===== config.mk =====
export PLATFORM = sky130hd
export DESIGN_NAME = add_seq
export DESIGN_NICKNAME = d
export VERILOG_FILES = /design/src/rtl/add_seq.sv
export SDC_FILE = /design/constraint.sdc
export NUM_CORES = 1
export LEC_CHECK = 0
export ABC_AREA = 1
export CAP_MARGIN = 10
export CORE_AREA = 8 8 94 96
export CTS_CLUSTER_DIAMETER = 100
export DETAILED_ROUTE_END_ITERATION = 8
export DIE_AREA = 0 0 102 104
export GPL_ROUTABILITY_DRIVEN = 0
export HOLD_SLACK_MARGIN = 0.05
export PLACE_DENSITY = 0.81
export SYNTH_ARGS = -nofsm -noshare
export SYNTH_HDL_FRONTEND = slang
export SYNTH_SLANG_ARGS = --single-unit
export TNS_END_PERCENT = 50

===== constraint.sdc =====
create_clock -name clk -period 2.84 [get_ports clk]
set_clock_uncertainty 0.2 [all_clocks]
set_input_delay 0.852 -clock clk [delete_from_list [all_inputs] [get_ports clk]]
set_output_delay 0.852 -clock clk [all_outputs]
set_load 0.05 [all_outputs]

===== src/rtl/add_seq.sv =====
// rtl/add_seq.sv - nibble-serial adder reusing one 4-bit ripple stage per cycle
// Optional subtract support (input port sub) is enabled by defining ADD_SEQ_SUB_EN.
module add_seq #(
    parameter int NIBBLES = 4
) (
    input  logic                 clk,
    input  logic                 resetn,
    input  logic                 start,
    input  logic                 carryin,
`ifdef ADD_SEQ_SUB_EN
    input  logic                 sub,
`endif
    input  logic [4*NIBBLES-1:0] X,
    input  logic [4*NIBBLES-1:0] Y,
    output logic [4*NIBBLES-1:0] S,
    output logic                 carryout,
    output logic                 busy,
    output logic                 done
);
    localparam int W  = 4 * NIBBLES;
    localparam int KW = (NIBBLES > 1) ? $clog2(NIBBLES) : 1;
    localparam logic [KW-1:0] K_LAST = KW'(NIBBLES - 1);

    typedef enum logic [1:0] {IDLE, RUN, DONE} state_t;

    state_t        state_q;
    logic [W-1:0]  x_q;
    logic [W-1:0]  y_q;
    logic [W-1:0]  acc_q;
    logic [W-1:0]  acc_d;
    logic [KW-1:0] k_q;
    logic          carry_q;
    logic          carry_init;
    logic [W-1:0]  s_q;
    logic          cout_q;
    logic          busy_q;
    logic          done_q;

    logic [3:0]    a_nib;
    logic [3:0]    b_nib;
    logic [3:0]    sum_nib;
    logic [4:0]    c;

`ifdef ADD_SEQ_SUB_EN
    logic          sub_q;

    // Subtraction is X + ~Y + 1, so the stage carry-in replaces carryin.
    assign carry_init = sub ? 1'b1 : carryin;
    assign b_nib      = sub_q ? ~y_q[k_q*4 +: 4] : y_q[k_q*4 +: 4];
`else
    assign carry_init = carryin;
    assign b_nib      = y_q[k_q*4 +: 4];
`endif

    assign a_nib = x_q[k_q*4 +: 4];

    always_comb begin
        c[0]    = carry_q;
        sum_nib = '0;
        for (int i = 0; i < 4; i++) begin
            sum_nib[i] = a_nib[i] ^ b_nib[i] ^ c[i];
            c[i+1]     = (a_nib[i] & b_nib[i]) | (c[i] & (a_nib[i] ^ b_nib[i]));
        end
    end

    always_comb begin
        acc_d             = acc_q;
        acc_d[k_q*4 +: 4] = sum_nib;
    end

    always_ff @(posedge clk or negedge resetn) begin
        if (!resetn) begin
            state_q <= IDLE;
            x_q     <= '0;
            y_q     <= '0;
            acc_q   <= '0;
            k_q     <= '0;
            carry_q <= 1'b0;
            s_q     <= '0;
            cout_q  <= 1'b0;
            busy_q  <= 1'b0;
            done_q  <= 1'b0;
`ifdef ADD_SEQ_SUB_EN
            sub_q   <= 1'b0;
`endif
        end else begin
            done_q <= 1'b0;
            case (state_q)
                IDLE: begin
                    if (start) begin
                        x_q     <= X;
                        y_q     <= Y;
                        carry_q <= carry_init;
                        k_q     <= '0;
                        busy_q  <= 1'b1;
                        state_q <= RUN;
`ifdef ADD_SEQ_SUB_EN
                        sub_q   <= sub;
`endif
                    end
                end
                RUN: begin
                    acc_q   <= acc_d;
                    carry_q <= c[4];
                    if (k_q == K_LAST) begin
                        // acc_d already holds the final nibble, so S sees the full result now.
                        s_q     <= acc_d;
                        cout_q  <= c[4];
                        busy_q  <= 1'b0;
                        done_q  <= 1'b1;
                        k_q     <= '0;
                        state_q <= DONE;
                    end else begin
                        k_q <= k_q + 1'b1;
                    end
                end
                DONE: begin
                    state_q <= IDLE;
                end
                default: begin
                    state_q <= IDLE;
                end
            endcase
        end
    end

    assign S        = s_q;
    assign carryout = cout_q;
    assign busy     = busy_q;
    assign done     = done_q;

endmodule


## After elaboration in Yosys (flattened, before gate mapping)

Index checks and enable logic that the tools add are counted.

| storage, ports and cells | value |
|---|---|
| input port bits | 36 |
| register bits | 72 |

| cells by class | value |
|---|---|
| bitwise gates (word level) | 20 |
| mux-type cells | 14 |
| equality and inequality tests | 4 |
| reduce and logical (&&, ||, !) cells | 7 |
| shift operators | 4 |
| $add $sub $neg | 2 |

Operators by type and width:

| kind | number |
|---|---|
| $neg 4->34 | 1 |
| $shift 4x34->16 const A | 1 |
| $shiftx 4x34->16 | 1 |
| $shiftx 16x5->4 | 2 |
| $bwmux 16 | 1 |
| $and 1x1->1 | 8 |
| $mux 2 | 4 |
| $pmux 2 s2 | 2 |
| $reduce_and 2->1 | 4 |
| $xor 1x1->1 | 8 |
| $mux 1 | 5 |
| $ne 2x2->1 const B | 2 |
| $or 1x1->1 | 4 |
| $pmux 1 s2 | 2 |
| $reduce_and 3->1 | 1 |
| $add 2x1->2 const B | 1 |
| $eq 2x1->1 const B | 1 |
| $eq 2x2->1 const B | 1 |
| $logic_not 2->1 | 1 |
| $reduce_bool 2->1 | 1 |

## Depth between registers and ports, before layout

| depth | value |
|---|---|
| depth after elaboration | 11 |
| gate-level depth with buffers | 17 |
| gate-level depth less buffers | 15 |

## Least setup slack after synthesis

OpenSTA, ideal clock, no wires.

| timing path | value |
|---|---|
| path type | register to register |
| from | register k_q[0] |
| to | register s_q[7], in the netlist S[7] |
| arrival | 2.823 ns |
| setup time | 0.118 ns |
| stages on the path, launching flop included | 18 |
| path slack | -0.300 ns |
| required time | 2.522 ns |
| cells stage by stage | dfrtp_1 buf_4 clkinv_1 buf_2 nand2_1 nand3_1 nand2_1 fa_1 inv_1 fa_1 inv_1 fa_1 inv_1 fa_1 nand3_1 o21bai_1 nand2_1 nand2_1 |

| between the ends | value |
|---|---|
| cells in the longest elaborated chain, start to end | 11 |

RTL lines:

| item | RTL line | source |
|---|---|---|
| start: declaration | 31 | `logic [KW-1:0] k_q;` |
| start signal: assignment | 114 | `k_q <= k_q + 1'b1;` |
| $shiftx 16x5->4 (on tied branches) | 55, 52 |  |
| $xor 1x1->1 | 61, 62 |  |
| $and 1x1->1 | 62 | `c[i+1] = (a_nib[i] & b_nib[i]) \| (c[i] & (a_nib[i] ^ b_nib[i]));` |
| $or 1x1->1 | 62 |  |
| $and 1x1->1 | 62 |  |
| $or 1x1->1 | 62 |  |
| $and 1x1->1 | 62 |  |
| $or 1x1->1 | 62 |  |
| $xor 1x1->1 | 61 | `sum_nib[i] = a_nib[i] ^ b_nib[i] ^ c[i];` |
| $shiftx 4x34->16 | 68 | `acc_d[k_q*4 +: 4] = sum_nib;` |
| $bwmux 16 | 68 |  |
| end signal: assignment | 79 | `s_q <= '0;` |
| end signal: assignment | 107 | `s_q <= acc_d;` |
| end: declaration | 34 | `logic [W-1:0] s_q;` |

Parallel ways exist; a longest one is shown, timed or not.
A chain may end at the register's enable or synchronous reset.

## Worst setup path in the final report

| timing path | value |
|---|---|
| from | register k_q[0] |
| to | register s_q[11], in the netlist S[11] |

Same word-level chain as after synthesis.

==> impl_metrics.env <==
export IMPL_ys_seq_area_frac=0.527
export IMPL_cpPeakStageDelay_ps=570
export IMPL_holdWs_ps=239
export IMPL_instances_no_fill=614
export IMPL_cts_sinks=72
export IMPL_violations="negative setup slack"
export IMPL_grtUsageTotal=0.170
export IMPL_power_frac_seq=0.313
export IMPL_sw_frac_of_total=0.452
export IMPL_cpMaxStageDelayCell="fa_2"
export IMPL_drt_iter0_drc=118
export IMPL_synthesis_area_um2=3420
export IMPL_crit_fanout=8
export IMPL_drv_cap=0
export IMPL_vdd_drop_max_mv=0.692
export IMPL_syn_avg_cell_area_um2=7.76
export IMPL_place_ws_ps=-224
export IMPL_leakage_nw=2.35
export IMPL_io_pins=55
export IMPL_diodes=0
export IMPL_cp_num_cells=15
export IMPL_synthTopCellsByArea="dfrtp_1 (53%), nand2_1 (27%), nand3_1 (3.2%)"
export IMPL_synth_fp_nets=487
export IMPL_dieArea_um2=10600
export IMPL_firstDrtPassIters=4
export IMPL_hp_class="primary input to async pin"
export IMPL_row_count=32
export IMPL_slew_viol_final=0
export IMPL_clkSlewWorstSetupHoldPaths_ps=80
export IMPL_slew_headroom=0.657
export IMPL_core_um2=7450
export IMPL_drc=0
export IMPL_synth_seq_cells=72
export IMPL_area_growth_pct=30.6
export IMPL_synth_top_area_share=0.527
export IMPL_clock_latency_ps=350
export IMPL_antenna_left=0
export IMPL_power_mw=5.52
export IMPL_cellPowerDensity_nw_per_um2=1240
export IMPL_setup_viol=8
export IMPL_grt_max_degree=36
export IMPL_crit_path_start_kind="register"
export IMPL_wl_per_cell_um=13.3
export IMPL_place_detailed_hpwl_um=6040
export IMPL_status="finished, violations left"
export IMPL_critPathTopFamily="adder cells"
export IMPL_setup_ws_ps=-102
export IMPL_clock_root_buffer="clkbuf_8"
export IMPL_intPower_mw=3.02
export IMPL_via_count=3032
export IMPL_crit_buf_inv=4
export IMPL_fmax_mhz=340
export IMPL_comb_power_share=0.525
export IMPL_fin_crit_sh=1.04
export IMPL_tightest_slew_ps=513
export IMPL_gr_total_overflow=0
export IMPL_cpMostUsedCell="fa_2"
export IMPL_yosys_warnings=0
export IMPL_finalNetCount=554
export IMPL_worstRegToRegCells=15
export IMPL_cp_cell_sequence="clkinv_4, nand2_2, nand3_2, nand2_2, fa_2, inv_2, fa_2, inv_2, fa_2, inv_2, fa_2, nand2_1, o21bai_1, nand2_1, nand2_1"
export IMPL_fillCellCount=650
export IMPL_max_clock_path_buffers=2
export IMPL_crit_start="k_q[0]"
export IMPL_port_buffers=54
export IMPL_rsz0062_at_grt="true"
export IMPL_critPathCaptureType="register"
export IMPL_die_width_um=102
export IMPL_grt_pass1_vias=3125
export IMPL_arrival_ps=3030
export IMPL_synthCells=441
export IMPL_initial_utilization=0.460
export IMPL_hold_buffers=0
export IMPL_grt_pass1_wl_um=14400
export IMPL_finalWirelength_um=8200
export IMPL_r2r_start="k_q[0]"
export IMPL_die_h_um=104
export IMPL_drive_above_1_share=0.129
export IMPL_hold_viol_final=0
export IMPL_critPathKind="register to register"
export IMPL_synth_distinct_cells=20
export IMPL_routed_via_density=4.94
export IMPL_period_needed_ps=2940
export IMPL_yosys_area_top_type="dfrtp_1"
export IMPL_cts_made_buffers=9
export IMPL_cp_data_required_time_ps=2930
export IMPL_htree_levels=3
export IMPL_clkPwrFrac=0.162
export IMPL_cts_tree="done"
export IMPL_power_switching_mw=2.50
export IMPL_dp_cells=594
export IMPL_antenna_found_initial=0
==> worst paths after layout <==
path                              to  slack, ps
min                             done        240
max in group asynchronous  acc_q[12]       1650
max                            S[11]       -100
max reg2reg                    S[11]       -100
min reg2reg                     S[1]        280
min in group clk                S[1]        280
==> state kept, by name, indices dropped and copies added (netlist names) <==
name,count
x_q,16
busy,1
done,1
state_q,2
S,16
y_q,16
carry_q,1
k_q,2
carryout,1
acc_q,16
==> per-layer routing <==
metal,up-vias,track usage,wire (um)
met5,-,0,0
met4,0,0.0860,278
met3,23,0.0422,454
met2,96,0.275,4030
met1,1437,0.201,3430
li1,1476,-,-
==> power by group through the flow <==
stage	registers (mW)	logic, mW	clock network (mW)
floorplan	1.98	1.59	0
global placement	1.72	2.54	0
finish	1.73	2.90	0.893
detailed placement	1.74	2.64	0
global route	1.77	3.23	0.959
CTS	1.72	2.73	0.910
==> cell usage after synthesis <==
library cell / count
clkbuf_1: 3
o211ai_1: 1
o21bai_1: 6
buf_6: 1
inv_4: 1
dfrtp_1: 72
o22ai_1: 5
buf_4: 3
nand2_1: 248
inv_2: 2
nand2_2: 1
clkinv_1: 2
nor2_1: 20
nor2_2: 1
ha_1: 6
nand3_1: 22
o21ai_0: 10
buf_2: 10
fa_1: 4
inv_1: 23
==> layout make-up <==
type	instances	area, um^2	share of cell area
inverter	28	114	0.0255
clock inverter	5	81.3	0.0182
clock buffer	10	138	0.0308
multi-input combinational	324	1510	0.338
timing repair buffer	73	694	0.155
tap	102	128	0.0286
sequential	72	1800	0.404
==> worst register-to-register path, delay by kind of cell, from the launching register on <==
family / cells / cell delay (ps)
compound gates: 1 / 190
simple gates: 6 / 460
fa+ha+maj: 4 / 1310
flops: 1 / 450
buf+inv: 4 / 260
==> repair_timing <==
action                                  in CTS  in global routing
endpoints found under the setup margin      11                 15
resized for setup                            8                 18
setup buffers                                5                  0
pin swaps                                    7                  1
==> cells by family after synthesis <==
| logic type | count (synthesis) | share of synthesized area |
|---|---|---|
| buffers and inverters | 45 | 0.0592 |
| adders and majority gates | 10 | 0.0453 |
| DFF | 72 | 0.527 |
| and+or+nand+nor | 292 | 0.330 |
| AOI/OAI and AO/OA | 22 | 0.0391 |
==> through the flow <==
| step | area (um^2) | util | setup TNS, ps |
|---|---|---|---|
| 2_1_floorplan | 3450 | - | -532 |
| 3_3_place_gp | 4120 | 0.553 | -195 |
| 3_5_place_dp | 4120 | 0.553 | -1290 |
| 4_1_cts | 4400 | 0.591 | -142 |
| 5_1_grt | 4470 | 0.600 | -1590 |
| 6_report | 4470 | 0.600 | -564 |
==> layout by cell type, fill, tap and decap left out, drive strengths merged <==
cell           count
ha                 6
fa                 4
nor2              21
clkdlybuf4s50     53
nand3             22
inv               26
dfrtp             72
bufinv             2
o21bai             6
o22ai              5
clkbuf            10
o211ai             1
buf               20
nand2            249
clkinv             4
o21ai             10
clkinvlp           1
(Power assumes the default switching activity.)
